## config.mk

```make
export PLATFORM = sky130hd
export DESIGN_NAME = uart_mem_loader
export DESIGN_NICKNAME = d
export VERILOG_FILES = /design/src/rtl/uart_mem_loader.sv
export SDC_FILE = /design/constraint.sdc
export NUM_CORES = 1
export LEC_CHECK = 0
export BUFFER_PORTS_ARGS = -buffer_cell sky130_fd_sc_hd__buf_2
export CORE_MARGIN = 5
export CORE_UTILIZATION = 50
export CTS_BUF_LIST = sky130_fd_sc_hd__clkbuf_16
export DETAILED_ROUTE_END_ITERATION = 8
export GPL_ROUTABILITY_DRIVEN = 0
export GPL_TIMING_DRIVEN = 0
export PLACE_DENSITY = 0.77
export SYNTH_ARGS = -nofsm -noshare
export SYNTH_HDL_FRONTEND = slang
export SYNTH_SLANG_ARGS = --single-unit
```

## constraint.sdc

```tcl
create_clock -name clk -period 8.9 [get_ports clk]
set_input_delay 1.78 -clock clk [delete_from_list [all_inputs] [get_ports clk]]
set_output_delay 1.78 -clock clk [all_outputs]
set_load 0.01 [all_outputs]
```

## src/rtl/uart_mem_loader.sv

```systemverilog
// UART (8N1) hex-digit loader: assembles DIGITS ASCII hex characters into one
// word and issues a single-cycle write strobe toward the display memory.
module uart_mem_loader #(
    parameter int CLKS_PER_BIT = 434,
    parameter int DIGITS       = 10
) (
    input  logic                  clk,
    input  logic                  reset,
    input  logic                  rx,
    output logic                  we,
    output logic [4*DIGITS-1:0]   mem_in,
    output logic [3:0]            count,
    output logic                  busy,
    output logic                  err,
    output logic [1:0]            dbg_state
);

    localparam int W     = 4 * DIGITS;
    localparam int CNT_W = $clog2(CLKS_PER_BIT);
    localparam logic [CNT_W-1:0] HALF       = CNT_W'(CLKS_PER_BIT / 2 - 1);
    localparam logic [CNT_W-1:0] LAST       = CNT_W'(CLKS_PER_BIT - 1);
    localparam logic [3:0]       LAST_DIGIT = 4'(DIGITS - 1);

    typedef enum logic [1:0] {IDLE, START, DATA, STOP} state_t;

    state_t           state, state_next;
    logic             rx_s1, rx_s2, rx_prev;
    logic [CNT_W-1:0] baud_cnt;
    logic [2:0]       bit_cnt;
    logic [7:0]       rx_byte;
    logic             byte_valid;
    logic [W-1:0]     word;
    logic             fall, tick_half, tick_full, stop_tick, baud_clr;
    logic             is_num, is_upper, is_lower, is_eol;
    logic [3:0]       nibble;
    logic [W-1:0]     shifted;

    assign fall      = rx_prev & ~rx_s2;
    assign tick_half = (baud_cnt == HALF);
    assign tick_full = (baud_cnt == LAST);
    assign stop_tick = (state == STOP) && tick_full;
    assign baud_clr  = (state == IDLE) || ((state == START) ? tick_half : tick_full);
    assign busy      = (state != IDLE);
    assign dbg_state = state;

    always_ff @(posedge clk or posedge reset) begin
        if (reset) state <= IDLE;
        else       state <= state_next;
    end

    always_comb begin
        state_next = state;
        case (state)
            IDLE:  if (fall) state_next = START;
            START: if (tick_half) state_next = rx_s2 ? IDLE : DATA;
            DATA:  if (tick_full && bit_cnt == 3'd7) state_next = STOP;
            STOP:  if (tick_full) state_next = IDLE;
            default: state_next = IDLE;
        endcase
    end

    // The offsets 0x30/0x37/0x57 only matter modulo 16, so the subtraction is
    // done on the low nibble alone (0 for digits, 7 for either letter case).
    always_comb begin
        is_num   = (rx_byte >= 8'h30) && (rx_byte <= 8'h39);
        is_upper = (rx_byte >= 8'h41) && (rx_byte <= 8'h46);
        is_lower = (rx_byte >= 8'h61) && (rx_byte <= 8'h66);
        is_eol   = (rx_byte == 8'h0D) || (rx_byte == 8'h0A);
        nibble   = rx_byte[3:0] - (is_num ? 4'h0 : 4'h7);
    end

    assign shifted = {word[W-5:0], nibble};

    always_ff @(posedge clk or posedge reset) begin
        if (reset) begin
            rx_s1      <= 1'b1;
            rx_s2      <= 1'b1;
            rx_prev    <= 1'b1;
            baud_cnt   <= '0;
            bit_cnt    <= '0;
            rx_byte    <= '0;
            byte_valid <= 1'b0;
            word       <= '0;
            mem_in     <= '0;
            count      <= '0;
            we         <= 1'b0;
            err        <= 1'b0;
        end else begin
            rx_s1      <= rx;
            rx_s2      <= rx_s1;
            rx_prev    <= rx_s2;
            baud_cnt   <= baud_clr ? '0 : baud_cnt + 1'b1;
            byte_valid <= stop_tick && rx_s2;
            we         <= 1'b0;
            err        <= 1'b0;

            if (state == IDLE) begin
                bit_cnt <= '0;
            end else if (state == DATA && tick_full) begin
                rx_byte <= {rx_s2, rx_byte[7:1]};
                bit_cnt <= bit_cnt + 3'd1;
            end

            if (stop_tick && !rx_s2) begin
                err   <= 1'b1;
                count <= '0;
            end else if (byte_valid) begin
                if (is_num || is_upper || is_lower) begin
                    word <= shifted;
                    if (count == LAST_DIGIT) begin
                        mem_in <= shifted;
                        we     <= 1'b1;
                        count  <= '0;
                    end else begin
                        count <= count + 4'd1;
                    end
                end else if (is_eol) begin
                    count <= '0;
                end else begin
                    // Bad characters keep the shift register; new digits overwrite it.
                    err   <= 1'b1;
                    count <= '0;
                end
            end
        end
    end

endmodule

```

### Word level (Yosys, flattened, before mapping)

Index checks and enable logic that the tools add are counted.
W data, S select, Z words.

* bits in registers: 108
* bits of input ports: 3
* output and inout bits: 49
* logic and storage cells: 84

* $add $sub $neg: 4
* magnitude comparators: 6
* equal/unequal tests: 13
* muxes and demuxes: 23
* bitwise logic cells: 4
* reduce and logical (&&, ||, !) cells: 21

Operators with widths (number)
* $eq A8 B4 Y1 const B: 2
* $ge A8 B7 Y1 const B: 2
* $le A8 B7 Y1 const B: 2
* $mux W4: 4
* $mux W2: 5
* $add A9 B1 Y9 const B: 1
* $eq A9 B8 Y1 const B: 1
* $eq A9 B9 Y1 const B: 1
* $mux W1: 9
* $mux W3: 3
* $mux W9: 1
* $ge A8 B6 Y1 const B: 1
* $le A8 B6 Y1 const B: 1
* $logic_and A1 B1 Y1: 8
* $ne A2 B2 Y1 const B: 4
* $pmux W2 S4: 1
* $reduce_and A4 Y1: 2
* $reduce_bool A2 Y1: 3
* $add A4 B1 Y4 const B: 1
* $eq A2 B2 Y1 const B: 2
* $eq A4 B4 Y1 const B: 1
* $logic_or A1 B1 Y1: 4
* $sub A4 B3 Y4: 1
* $add A3 B1 Y3 const B: 1
* other kinds (8): 10

### Longest topological paths before layout

* word-level depth: 7
* gate-level depth with buffers: 9
* mapped depth without buffers: 8

### Worst setup path before layout

OpenSTA, ideal clock, no wires.

* path kind: flip-flop to output port
* from: register state[0] (netlist: dbg_state[0])
* to: output port busy
* data arrival time: 938 ps
* required time: 7120 ps
* slack: 6182 ps
* cell stages (with the launch flop): 3
* path buffers: 1
* path through: dfrtp_1 > clkbuf_1 > or2_2

* longest elaborated chain between the ends: 1

Ends and longest elaborated chain
* start, declared: line 26 `state_t state, state_next;`
* start signal, assigned: line 48 `else state <= state_next;`
* $reduce_bool A2 Y1: line 43 `assign busy = (state != IDLE);`
* end, declared: line 13 `output logic busy,`

Every way passes these cells.

### Worst setup path after layout

Ends and elaborated chain as after synthesis.

==> out/summary.txt <==
status: finished, final reports clean
vias after detailed routing: 2,741
post-CTS setup buffer count: 0
hold buffer count at cts: 0
Die H: 105 microns
Final Hold Vio Count: 0
fraction of registers with async set/reset: 1.00
area leader, netlist: dfrtp_1
wire per inst: 15.5 microns
number of core rows: 34
Min-Delay Path Class: register to register
antenna viol nets, final: 0
hold path start: rx_s1
PostCTS Resize Cnt: 0
max-slew violations: 0
Commonest cells post-synth: 105 x dfrtp_1, 43 x mux2_2, 37 x mux2_1, 18 x nor2_1, 12 x a21oi_1
PortBufs: 51
Final Skew: 7.70 ps
Pwr Density: 191 nW/um^2
Sink Count: 108
layout cell share with drive strength beyond 1: 0.320
DR DRC count: 0
most numerous cell in the Yosys netlist: dfrtp_1
Seq pwr share: 0.517
n_diodes: 0
crit path DAT: 1440 ps
post-DR vias/cell: 5.43
Total Routed Length: 7820 microns
vias in the first global route: 2,742
RSZ-0062 raised after global routing: false
predominant post-synthesis flop cell: dfrtp_1
Final period util: 0.362
Cell Area, Synth: 4500 sq um
YS warnings: 0
Synth area leaders: dfrtp_1 58%, mux2_2 11%, mux2_1 9.3%
MaxCap Viol Count: 0
H-tree levels: 3
Slew @ Worst Pin: 499 ps
Worst R2R Start: rx_byte[3]
Mapped Cells: 329
synth unique cells: 42
Initial DRC Count: 91
# fillers: 671
sw power: 247 uW
clk root buf: clkbuf_16
CP Launch Type: register
Logic pwr share: 0.077
final-report setup violation count: 0
FMAX: 311 MHz
Yosys reg bits: 108
Ports: 52
Critical Path End Type: primary output
final core utilization: 0.597
total CTS buffers: 9
P&R area growth vs syn: 16.2%
Initial Utilization: 0.514
Clock Latency Late Sink: 340 ps
fin nets: 406
Leak: 0.00281 uW
TNS Setup: 0 ps
Crit Path Max Fanout: 10
Min Clock Period, post-route: 3220 ps
initial antenna violation count: 0
CP startpoint: dbg_state[0]
global-route wire length before repair: 13,700 microns
core area: 8760 sq um
DP HPWL: 5400 microns
Die ar.: 11,000 sq um
GR Util All Layers: 0.154
CTS Buffer Depth: 2
largest net degree at the start of global routing: 77
top cell type's share of synthesized area: 0.583
VDD IR-drop max: 0.000103 V
Post-Syn Nets: 343
post-synthesis sequential area ratio: 0.601
Mean Syn Cell Area: 13.7 sq um
grt ovf: 0
switch share: 0.246
EDFF count, synth: 0
CTS tree: yes
part of the power in the clock network: 0.406
Power Internal: 755 uW
die width: 105 microns
DR pass1 iterations: 4
Clk pin slew, worst setup/hold paths: 70 ps
Slew HR: 0.663
critical path type: register to primary output
WP data required: 7120 ps
## area by class of cell
class                   instances  area [sq um]  share of cell area
well taps                     108           135              0.0258
inverters                      10          40.0             0.00765
multi-input cells             198          1690               0.323
clock inverters                 7          85.1              0.0163
plain buffers                  13          70.1              0.0134
clock buffers                   9           225              0.0430
repair buffers                 52           283              0.0540
flip-flops and latches        108          2710               0.517
## cells in the final DEF (no fill, tap or decap), types with 4 or more instances in the layout
master	count
nand2_1	11
buf_4	4
dfrtp_1	105
nor2_1	18
mux2_2	43
ha_1	10
inv_1	9
nor2b_1	4
nand3_1	6
xor2_1	6
clkbuf_16	9
buf_2	56
clkbuf_1	4
a21oi_1	12
o21ai_0	6
mux2_1	37
nor3_1	4
## per-stage QoR
| step | hold slack [ps] | power [uW] | instances | instance area (sq um) | setup WS (ps) |
|---|---|---|---|---|---|
| after floorplan | 345 | 580 | 329 | 4500 | 4280 |
| after global routing | 366 | 1050 | 505 | 5230 | 5600 |
| final | 361 | 1000 | 505 | 5230 | 5680 |
| after CTS | 362 | 1010 | 505 | 5230 | 5680 |
| after global placement | 350 | 601 | 488 | 4890 | 3100 |
| after detailed placement | 352 | 607 | 489 | 4920 | 6050 |
## worst paths after layout
check | end | slack [ps] | cells past startpoint
worst max-delay path | busy | 5680 | 3
worst min-delay path | rx_s2 | 360 | 0
worst max register to register | mem_in[10] | 6340 | 7
worst min register to register | rx_s2 | 360 | 0
max in group asynchronous | word[7] | 6780 | 3
min in group asynchronous | mem_in[34] | 1440 | 2
## per-layer routing
metal	part of all wire	wire, microns	up-vias	track usage
met5	0	0	-	0
met4	0.018	142	0	0.0603
met3	0.039	303	11	0.0345
met2	0.50	3910	53	0.251
met1	0.44	3460	1388	0.200
li1	-	-	1289	-
## state kept, by name (all words and copies together), names as in the netlist, named ones only
name        flops
baud_cnt        9
bit_cnt         3
byte_valid      1
count           4
dbg_state       1
err             1
mem_in         40
rx_byte         8
rx_prev         1
rx_s1           1
rx_s2           1
we              1
word           36
## logic make-up (layout without fill, tap and decap cells)
logic type / count (synthesis) / after routing / synth area share
muxes: 80 / 80 / 0.200
AOI/OAI and AO/OA: 33 / 33 / 0.0467
and+or+nand+nor: 66 / 66 / 0.0806
xor gates and xnor gates: 8 / 8 / 0.0156
DFF: 108 / 108 / 0.601
adders and majority gates: 11 / 11 / 0.0322
buffers and inverters: 23 / 91 / 0.0239
## power groups by stage
stage               sequential, uW  combinational, uW  clock, uW
finish                         518               77.1        406
global route                   521               89.4        439
detailed placement             528               78.5          0
floorplan                      526               54.2          0
global placement               527               73.9          0
CTS                            518               79.0        418
## worst max-delay path, stage by stage (launching register included)
cell,delay [ps]
dfrtp_1,420
clkbuf_1,210
or2_2,320
buf_2,140
Power figures use the tool's default switching activity.
